**src/rtl/alu_pkg.sv**
```systemverilog
// alu_pkg: definitions shared by the ALU arbiter slice.
//   alu_op_e  ALU operation select (add, sub, and, xor)
//   CC_*      bit positions inside the {ZF,SF,OF} condition-code vector
//   CC_RESET  condition-code value after reset (ZF set)
package alu_pkg;

   typedef enum logic [1:0] {
      ALU_ADD = 2'b00,
      ALU_SUB = 2'b01,
      ALU_AND = 2'b10,
      ALU_XOR = 2'b11
   } alu_op_e;

   localparam int unsigned XLEN  = 64;
   localparam int unsigned CC_W  = 3;
   localparam int unsigned CC_ZF = 2;
   localparam int unsigned CC_SF = 1;
   localparam int unsigned CC_OF = 0;

   localparam logic [CC_W-1:0] CC_RESET = 3'b100;

endpackage

```
**src/rtl/alu_core.sv**
```systemverilog
// alu_core: the shared 64-bit combinational ALU.
//   op_i   operation select (alu_op_e encoding)
//   a_i    signed operand a
//   b_i    signed operand b
//   res_o  wrapped two's-complement result
//   ovf_o  signed overflow; 0 for and/xor
module alu_core
   import alu_pkg::*;
(
   input  logic [1:0]      op_i,
   input  logic [XLEN-1:0] a_i,
   input  logic [XLEN-1:0] b_i,
   output logic [XLEN-1:0] res_o,
   output logic            ovf_o
);

   logic [XLEN-1:0] sum;
   logic [XLEN-1:0] diff;

   assign sum  = a_i + b_i;
   assign diff = a_i - b_i;

   always_comb begin
      res_o = '0;
      ovf_o = 1'b0;
      unique case (alu_op_e'(op_i))
         ALU_ADD: begin
            res_o = sum;
            // Same-sign operands producing an opposite-sign result.
            ovf_o = (a_i[XLEN-1] == b_i[XLEN-1]) && (sum[XLEN-1] != a_i[XLEN-1]);
         end
         ALU_SUB: begin
            res_o = diff;
            // Opposite-sign operands where the result sign departs from a.
            ovf_o = (a_i[XLEN-1] != b_i[XLEN-1]) && (diff[XLEN-1] != a_i[XLEN-1]);
         end
         ALU_AND: res_o = a_i & b_i;
         ALU_XOR: res_o = a_i ^ b_i;
      endcase
   end

endmodule

```
**src/rtl/alu_rr_pick.sv**
```systemverilog
// alu_rr_pick: combinational round-robin picker.
//   req_i  request vector
//   ptr_i  index with highest priority this cycle
//   gnt_o  one-hot grant (zero when no request)
//   idx_o  index of the granted request
//   any_o  a grant was made
module alu_rr_pick #(
   parameter int unsigned NREQ = 2,
   parameter int unsigned IDW  = 1
) (
   input  logic [NREQ-1:0] req_i,
   input  logic [IDW-1:0]  ptr_i,
   output logic [NREQ-1:0] gnt_o,
   output logic [IDW-1:0]  idx_o,
   output logic            any_o
);

   logic found;

   // First pass scans ptr..NREQ-1, second pass wraps to 0..ptr-1 (indices at
   // or above ptr cannot win there, since the first pass would have taken them).
   always_comb begin
      gnt_o = '0;
      idx_o = '0;
      found = 1'b0;
      for (int unsigned i = 0; i < NREQ; i++) begin
         if (!found && req_i[i] && (i >= 32'(ptr_i))) begin
            gnt_o[i] = 1'b1;
            idx_o    = IDW'(i);
            found    = 1'b1;
         end
      end
      for (int unsigned i = 0; i < NREQ; i++) begin
         if (!found && req_i[i]) begin
            gnt_o[i] = 1'b1;
            idx_o    = IDW'(i);
            found    = 1'b1;
         end
      end
   end

   assign any_o = found;

endmodule

```
**src/rtl/alu_arbiter.sv**
```systemverilog
// alu_arbiter: round-robin sharing of one 64-bit ALU among NREQ requesters,
// with a single registered result slot.
//   clk, rst_n            clock, asynchronous active-low reset
//   req_valid/req_ready   per-requester handshake (ready is one-hot or zero)
//   req_op/req_a/req_b    per-requester packed op (2b) and operands (64b)
//   req_setcc             per-requester: update condition codes on transfer
//   rsp_valid/rsp_ready   result handshake
//   rsp_id/rsp_val/rsp_ovf  producing requester, result, signed overflow
//   cc_out                {ZF,SF,OF}; only when ALU_ARB_CC_EN is defined
// Build option: define ALU_ARB_CC_EN to add the condition-code register.
module alu_arbiter
   import alu_pkg::*;
#(
   parameter int unsigned NREQ = 2,
   parameter int unsigned IDW  = (NREQ > 1) ? $clog2(NREQ) : 1
) (
   input  logic                 clk,
   input  logic                 rst_n,
   input  logic [NREQ-1:0]      req_valid,
   output logic [NREQ-1:0]      req_ready,
   input  logic [2*NREQ-1:0]    req_op,
   input  logic [XLEN*NREQ-1:0] req_a,
   input  logic [XLEN*NREQ-1:0] req_b,
   input  logic [NREQ-1:0]      req_setcc,
   output logic                 rsp_valid,
   input  logic                 rsp_ready,
   output logic [IDW-1:0]       rsp_id,
   output logic [XLEN-1:0]      rsp_val,
   output logic                 rsp_ovf
`ifdef ALU_ARB_CC_EN
   ,
   output logic [CC_W-1:0]      cc_out
`endif
);

   logic            rsp_valid_q, rsp_valid_d;
   logic [XLEN-1:0] rsp_val_q, rsp_val_d;
   logic [IDW-1:0]  rsp_id_q, rsp_id_d;
   logic            rsp_ovf_q, rsp_ovf_d;
   logic [IDW-1:0]  ptr_q, ptr_d;

   logic            out_free;
   logic [NREQ-1:0] pick_req;
   logic [NREQ-1:0] gnt;
   logic [IDW-1:0]  gnt_idx;
   logic            gnt_any;

   logic [1:0]      sel_op;
   logic [XLEN-1:0] sel_a;
   logic [XLEN-1:0] sel_b;
   logic [XLEN-1:0] alu_res;
   logic            alu_ovf;

   // Slot is free when empty or being drained this cycle, which gives
   // back-to-back reload without a bubble.
   assign out_free = !rsp_valid_q || rsp_ready;
   assign pick_req = out_free ? req_valid : '0;

   alu_rr_pick #(
      .NREQ(NREQ),
      .IDW (IDW)
   ) u_pick (
      .req_i(pick_req),
      .ptr_i(ptr_q),
      .gnt_o(gnt),
      .idx_o(gnt_idx),
      .any_o(gnt_any)
   );

   assign req_ready = gnt;

   // AND-OR operand mux driven by the one-hot grant.
   always_comb begin
      sel_op = '0;
      sel_a  = '0;
      sel_b  = '0;
      for (int unsigned i = 0; i < NREQ; i++) begin
         if (gnt[i]) begin
            sel_op = sel_op | req_op[2*i +: 2];
            sel_a  = sel_a  | req_a[XLEN*i +: XLEN];
            sel_b  = sel_b  | req_b[XLEN*i +: XLEN];
         end
      end
   end

   alu_core u_alu (
      .op_i (sel_op),
      .a_i  (sel_a),
      .b_i  (sel_b),
      .res_o(alu_res),
      .ovf_o(alu_ovf)
   );

   always_comb begin
      rsp_valid_d = rsp_valid_q;
      rsp_val_d   = rsp_val_q;
      rsp_id_d    = rsp_id_q;
      rsp_ovf_d   = rsp_ovf_q;
      ptr_d       = ptr_q;
      if (out_free) begin
         rsp_valid_d = gnt_any;
      end
      if (gnt_any) begin
         rsp_val_d = alu_res;
         rsp_id_d  = gnt_idx;
         rsp_ovf_d = alu_ovf;
         ptr_d     = (gnt_idx == IDW'(NREQ - 1)) ? '0 : gnt_idx + IDW'(1);
      end
   end

   always_ff @(posedge clk or negedge rst_n) begin
      if (!rst_n) begin
         rsp_valid_q <= 1'b0;
         rsp_val_q   <= '0;
         rsp_id_q    <= '0;
         rsp_ovf_q   <= 1'b0;
         ptr_q       <= '0;
      end else begin
         rsp_valid_q <= rsp_valid_d;
         rsp_val_q   <= rsp_val_d;
         rsp_id_q    <= rsp_id_d;
         rsp_ovf_q   <= rsp_ovf_d;
         ptr_q       <= ptr_d;
      end
   end

   assign rsp_valid = rsp_valid_q;
   assign rsp_val   = rsp_val_q;
   assign rsp_id    = rsp_id_q;
   assign rsp_ovf   = rsp_ovf_q;

`ifdef ALU_ARB_CC_EN
   logic [CC_W-1:0] cc_q, cc_d;
   logic            sel_setcc;

   always_comb begin
      sel_setcc = 1'b0;
      for (int unsigned i = 0; i < NREQ; i++) begin
         if (gnt[i]) begin
            sel_setcc = sel_setcc | req_setcc[i];
         end
      end
   end

   always_comb begin
      cc_d = cc_q;
      if (gnt_any && sel_setcc) begin
         cc_d[CC_ZF] = (alu_res == '0);
         cc_d[CC_SF] = alu_res[XLEN-1];
         cc_d[CC_OF] = alu_ovf;
      end
   end

   always_ff @(posedge clk or negedge rst_n) begin
      if (!rst_n) begin
         cc_q <= CC_RESET;
      end else begin
         cc_q <= cc_d;
      end
   end

   assign cc_out = cc_q;
`else
   logic unused_setcc;
   assign unused_setcc = ^req_setcc;
`endif

endmodule

```
**config.mk**
```make
export PLATFORM = sky130hd
export DESIGN_NAME = alu_arbiter
export DESIGN_NICKNAME = d
export VERILOG_FILES = /design/src/rtl/alu_pkg.sv /design/src/rtl/alu_core.sv /design/src/rtl/alu_rr_pick.sv /design/src/rtl/alu_arbiter.sv
export SDC_FILE = /design/constraint.sdc
export NUM_CORES = 1
export LEC_CHECK = 0
export ABC_AREA = 1
export BUFFER_PORTS_ARGS = -buffer_cell sky130_fd_sc_hd__buf_4
export CAP_MARGIN = 40
export CORE_MARGIN = 2
export CORE_UTILIZATION = 38
export CTS_CLUSTER_DIAMETER = 120
export DETAILED_ROUTE_END_ITERATION = 10
export PLACE_DENSITY_LB_ADDON = 0.2
export SETUP_SLACK_MARGIN = 0.02
export SYNTH_ARGS = -nofsm -noshare
export SYNTH_HDL_FRONTEND = slang
export SYNTH_SLANG_ARGS = --single-unit
export TNS_END_PERCENT = 100
```
**constraint.sdc**
```tcl
create_clock -name clk -period 6.39 [get_ports clk]
set_clock_uncertainty 0.2 [all_clocks]
set_input_delay 1.278 -clock clk [delete_from_list [all_inputs] [get_ports clk]]
set_output_delay 1.278 -clock clk [all_outputs]
set_load 0.005 [all_outputs]
```
---- Word level (Yosys, flattened, before mapping) ----
Index checks and enable logic that the tools add are counted.
storage, ports and cells
  output and inout port bits .............. 69
  word-level logic and storage cells ...... 52
  bits of input ports ..................... 267
  bits in registers ....................... 68
cells by class
  reduce and logical (&&, ||, !) cells .... 12
  muxes and demuxes ....................... 19
  add/subtract/negate cells ............... 3
  equal/unequal tests ..................... 7
  bitwise gates (word level) .............. 5
  $lt $le $gt $ge ......................... 1
operator list
  cell                 count
  $mux 64              4
  $pmux 64 s4          1
  $or 64x64->64        2
  $add 64x64->64       1
  $and 64x64->64       1
  $sub 64x64->64       1
  $xor 64x64->64       1
  $mux 1               10
  $logic_and 1x1->1    6
  $mux 2               3
  $eq 2x2->1 const B   2
  $logic_not 1->1      4
  $ne 1x1->1           3
  $eq 2x1->1 const B   1
  $logic_not 2->1      1
  $or 2x2->2           1
  $pmux 1 s2           1
  $add 1x1->1 const B  1
  $eq 1x1->1           1
  $ge 1x1->1 const A   1
  $logic_or 1x1->1     1

---- Longest topological paths before layout ----
  word-level depth ........................ 19
  depth in mapped cells ................... 29
  mapped depth without buffers ............ 26

---- By module ----
A second synthesis with hierarchy kept.
second synthesis, totals
  cells, all modules ...................... 3596
  area total of the unflattened synthesis .. 18144.9 um^2
by module, submodules not included
  module       instances  cells each  area each (um^2)  seq. area each (um^2)
  alu_core     1          2878        13852.0           0.0
  alu_arbiter  1          711         4262.8            1701.6
  alu_rr_pick  1          7           30.0              0.0

---- Worst setup path after synthesis ----
No wires, ideal clock.
  path kind ............................... input to register
  start ................................... input port rsp_ready
  end ..................................... register rsp_val_q[58] (netlist: rsp_val[58])
  setup time .............................. 117 ps
  path slack .............................. 1967 ps
  buffers on the path ..................... 2
  stages .................................. 26
  arrival time ............................ 4106 ps
  cell sequence ........................... inv_1 -> nand2_1 -> nand2_1 -> nand2_1 -> nand2_1 -> inv_2 -> clkbuf_1 -> buf_1 -> a22o_1 -> ha_1 -> inv_1 -> fa_1 -> nand2_1 -> nand2_1 -> nand3_1 -> nand2_1 -> nand2_1 -> nand2_1 -> nand2_1 -> nand3_1 -> nand2_1 -> nand3_1 -> nand3_1 -> nand3_1 -> nand2_1 -> nand2_1
on the way
  cells in the longest elaborated chain, start to end .. 16
  elaborated cells on any way between the ends .. 34
  classes of those cells .................. 2 x add/sub; 3 x eq/ne; 15 x mux; 5 x bitwise; 9 x reduce/logical
ends and longest elaborated chain
  element                                 RTL line            RTL
  start, declared                         alu_arbiter.sv:26   input logic rsp_ready,
  $logic_or 1x1->1 (*)                    alu_arbiter.sv:56   assign out_free = !rsp_valid_q || rsp_ready;
  $mux 2 (*)                              alu_arbiter.sv:57   assign pick_req = out_free ? req_valid : '0;
  $logic_and 1x1->1                       alu_rr_pick.sv:27   if (!found && req_i[i] && (i >= 32'(ptr_i))) begin
  $mux 1                                  alu_rr_pick.sv:27
  $logic_not 1->1                         alu_rr_pick.sv:27
  $logic_and 1x1->1                       alu_rr_pick.sv:27
  $mux 1                                  alu_rr_pick.sv:27
  $logic_not 1->1                         alu_rr_pick.sv:34   if (!found && req_i[i]) begin
  $logic_and 1x1->1                       alu_rr_pick.sv:34
  $mux 1                                  alu_rr_pick.sv:34
  $logic_not 1->1                         alu_rr_pick.sv:34
  $logic_and 1x1->1                       alu_rr_pick.sv:34
  $mux 1                                  alu_rr_pick.sv:34
  $mux 64 or $mux 2 (tied branches)       alu_arbiter.sv:78   if (gnt[i]) begin
  $sub 64x64->64 (tied with other cells)  alu_core.sv:21      assign diff = a_i - b_i;
  $pmux 64 s4                             alu_core.sv:26      unique case (alu_op_e'(op_i))
  end signal, assigned                    alu_arbiter.sv:120  rsp_val_q <= rsp_val_d;
  end, declared                           alu_arbiter.sv:37   logic [XLEN-1:0] rsp_val_q, rsp_val_d;
Mark *: on every way between the ends. The rest lies on a longest branch, timed or not.
A chain may end at the register's enable or synchronous reset.

---- Worst setup path after layout ----
  start ................................... input port req_valid[1]
  end ..................................... register rsp_val_q[44] (netlist: rsp_val[44])
on the way
  cells in the longest elaborated chain, start to end .. 12
  elaborated cells on any way between the ends .. 30
  classes of those cells .................. 2 x add/sub; 3 x eq/ne; 14 x mux; 5 x bitwise; 6 x reduce/logical
ends and longest elaborated chain
  element                                 RTL line           RTL
  start, declared                         alu_arbiter.sv:19  input logic [NREQ-1:0] req_valid,
  $mux 2 (*)                              alu_arbiter.sv:57
  $logic_and 1x1->1                       alu_rr_pick.sv:27
  $mux 1                                  alu_rr_pick.sv:27
  $logic_not 1->1                         alu_rr_pick.sv:34
  $logic_and 1x1->1                       alu_rr_pick.sv:34
  $mux 1                                  alu_rr_pick.sv:34
  $logic_not 1->1                         alu_rr_pick.sv:34
  $logic_and 1x1->1                       alu_rr_pick.sv:34
  $mux 1                                  alu_rr_pick.sv:34
  $mux 64 or $mux 2 (tied branches)       alu_arbiter.sv:78
  $sub 64x64->64 (tied with other cells)  alu_core.sv:21
  $pmux 64 s4                             alu_core.sv:26
Marks and branches as above.

==> results.json <==
{
  "tns_ns": 0,
  "internal_power_mw": 2.10,
  "post-dp-hpwl_um": 69400,
  "p_leak_nw": 12.8,
  "dr.pass1.iters": 8,
  "ios": 336,
  "yosysMostFrequentCell": "nand2_1",
  "worstReg2RegStart": "ptr_q",
  "post-route-period-util_pct": 83.7,
  "fin_crit_ns": 5.35,
  "outcome": "completed",
  "drc_errors": 0,
  "htreeDepth": 3,
  "die_w_um": 217,
  "crit_type": "input pin to register",
  "instances_no_fill": 4356,
  "vias": 22170,
  "synth.largest_area_cell": "nand2_1",
  "fp.dieH_um": 217,
  "synth.top_cells.by_area": "nand2_1 (27%), inv_1 (18%), dfrtp_1 (9.8%)",
  "p_sw_share_pct": 56.9,
  "initial_core_util_pct": 38.3,
  "cts_inserted_buffers": 9,
  "rsz0062_at_grt": "no",
  "drive_gt1_share_pct": 10.9,
  "finalNetCount": 4148,
  "die_area_um2": 47200,
  "p_switching_mw": 2.78,
  "clockPowerShare_pct": 10.1,
  "fmax_mhz": 187,
  "synth_seq_cells": 68,
  "post_cts_buffers": 0,
  "maxSlewHeadroom_pct": 40.2,
  "slew_viol_final": 0,
  "power_frac_seq_pct": 13.7,
  "worstHoldStart": "rsp_val[25]",
  "rows": 78,
  "antenna_left": 0,
  "grt_pass1_wl_um": 119000,
  "avgSynthCellArea_um2": 4.97,
  "ff2ff_path_depth": 18,
  "cts_root_buffer": "clkbuf_16",
  "cts_buffer_depth": 2,
  "antenna_found_initial": 5,
  "area_growth_pct": 20.0,
  "holdBufCountCts": 0,
  "combPwrFrac_pct": 76.2,
  "p_total_mw": 4.89,
  "viasPerCell": 5.09,
  "regToRegEndpoint": "rsp_val[44]",
  "numPortBuffers": 333,
  "ys_types": 43,
  "start_kind": "input pin",
  "grt.overflow.total": 0,
  "holdPathStages": 2,
  "tightest_slew_ns": 0.888,
  "postLayoutCoreUtil_pct": 46.0,
  "cap_viol_max_count": 0,
  "netlist_instances": 3481,
  "grt_max_degree": 67,
  "syn_area_um2": 17300,
  "clock_latency_ns": 0.33,
  "synth_fp_nets": 3877,
  "ys_seq_area_share_pct": 9.84,
  "hp-class": "register to register",
  "dpl.cell_count": 4341,
  "fill_cells": 5274,
  "post_drt_wl_per_cell_um": 18.7,
  "synth-edff-count": 0,
  "ys_warn_count": 0,
  "drt-initial-drc-count": 2488,
  "ctsResizeCount": 0,
  "required_ns": 6.41,
  "cts_sinks": 68,
  "wl_um": 81500,
  "hold_viol_final": 0,
  "synth_common_cells": "nand2_1 (1260), inv_1 (844), nor2_1 (305)",
  "p_per_area_nw_per_um2": 235,
  "clk_pin_slew_ns": 0.05,
  "min_to": "rsp_val[25]",
  "end_kind": "register",
  "synth-main-ff-cell": "dfrtp_1",
  "ir_worst_vdd_uv": 168,
  "async_flop_share_pct": 100,
  "gp_congestion": 1.07,
  "critPathArrivalTime_ns": 5.37,
  "coreArea_um2": 45200,
  "setup_viol": 0,
  "grt_pass1_vias": 19755,
  "crit_path_max_fanout": 37,
  "track_usage_pct": 33.5,
  "cts_tree": "built",
  "synth_top_area_share_pct": 27.3,
  "reg2reg_setup_slack_ns": 1.72
}
==> state kept, by name, summed over array words and instances (netlist names) <==
signal     cells
ptr_q          1
rsp_id         1
rsp_ovf        1
rsp_val       64
rsp_valid      1
==> through the flow <==
| step | hold WS, ns | setup WS, ns | area, µm² |
|---|---|---|---|
| after floorplan | 0.272 | 1.97 | 17300 |
| after global placement | 0.265 | 0.904 | 20400 |
| after detailed placement | 0.269 | 0.888 | 20500 |
| after CTS | 0.284 | 1.23 | 20800 |
| after global routing | 0.295 | 0.927 | 20800 |
| final | 0.278 | 1.04 | 20800 |
==> cells in the final DEF, fill, tap and decap left out, types with 2 or more instances in the layout <==
cell          n
buf_4       365
o21bai_1      9
nand3b_1     15
o21ai_2       2
o2111ai_1     7
o21ai_1       8
nand4_1      34
dfrtp_1      68
a22o_1       64
nor2_4        2
nand2_2       3
o22ai_1      83
or2_2        10
a21oi_1     130
nor3_1       25
buf_12        4
and2_1        7
nor2_1      304
clkbuf_8      2
o221ai_1      3
o21a_1        2
clkbuf_16     9
ha_1        127
nand2_1    1258
o21ai_0      94
xor2_1       16
inv_1       843
fa_1          2
o211ai_1      5
buf_16        2
nand3_1     233
inv_2         6
==> routing by layer <==
layer	wire length (µm)	vias up	global-route usage, %
li1	-	11091	-
met1	36700	9878	48.6
met2	33500	1091	50.2
met3	9450	102	7.25
met4	1810	8	7.74
met5	46	-	0
==> how the worst max path moves through the flow <==
stage | from | to | slack (ns) | cells past startpoint
floorplan | rsp_ready | rsp_val[58] | 1.97 | 26
global placement | req_valid[0] | rsp_val[44] | 0.90 | 20
detailed placement | rsp_ready | rsp_val[32] | 0.89 | 25
CTS | rsp_ready | rsp_val[32] | 1.23 | 25
global route | req_valid[0] | rsp_val[44] | 0.93 | 20
finish | req_valid[1] | rsp_val[44] | 1.04 | 20
==> layout make-up <==
| cell class | count | area (µm²) | area share [%] |
|---|---|---|---|
| tap | 600 | 751 | 3.62 |
| antenna | 1 | 2.50 | 0.0121 |
| timing repair buffer | 372 | 2890 | 13.9 |
| clock buffer | 12 | 256 | 1.24 |
| multi-input combinational | 2452 | 11900 | 57.5 |
| sequential | 68 | 1700 | 8.20 |
| clock inverter | 2 | 35.0 | 0.169 |
| inverter | 849 | 3190 | 15.3 |
==> worst max-delay path: stages <==
cell	delay (ns)
buf_4	0.11
a21boi_2	0.16
o21ai_4	0.10
nand2_2	0.30
buf_12	0.27
o22ai_1	0.63
ha_1	0.41
nand2_1	0.14
nor2_1	0.33
nand3_1	0.13
nand2_1	0.23
nand2_1	0.09
nand2_1	0.33
nand2_1	0.12
nand2_1	0.08
nand2_1	0.04
nand3_1	0.08
nand3b_1	0.28
nand2_1	0.17
nand2_1	0.06
==> logic make-up (layout without fill, tap and decap cells) <==
logic type      after synthesis  in the layout  synth area share [%]
compound gates              413            413                  14.6
fa+ha+maj                   129            129                  9.42
flops                        68             68                  9.84
buf+inv                     961           1235                  21.2
simple gates               1894           1894                  44.1
other cells                   0              1                     0
xor+xnor                     16             16                 0.810
==> power by group through the flow <==
| stage | clock [mW] | combinational (mW) | sequential (mW) |
|---|---|---|---|
| floorplan | 0 | 2.14 | 0.679 |
| global placement | 0 | 3.60 | 0.676 |
| detailed placement | 0 | 3.60 | 0.678 |
| CTS | 0.503 | 3.62 | 0.673 |
| global route | 0.515 | 4.06 | 0.691 |
| finish | 0.492 | 3.72 | 0.672 |
No activity file was read; power rests on OpenSTA's default activity.
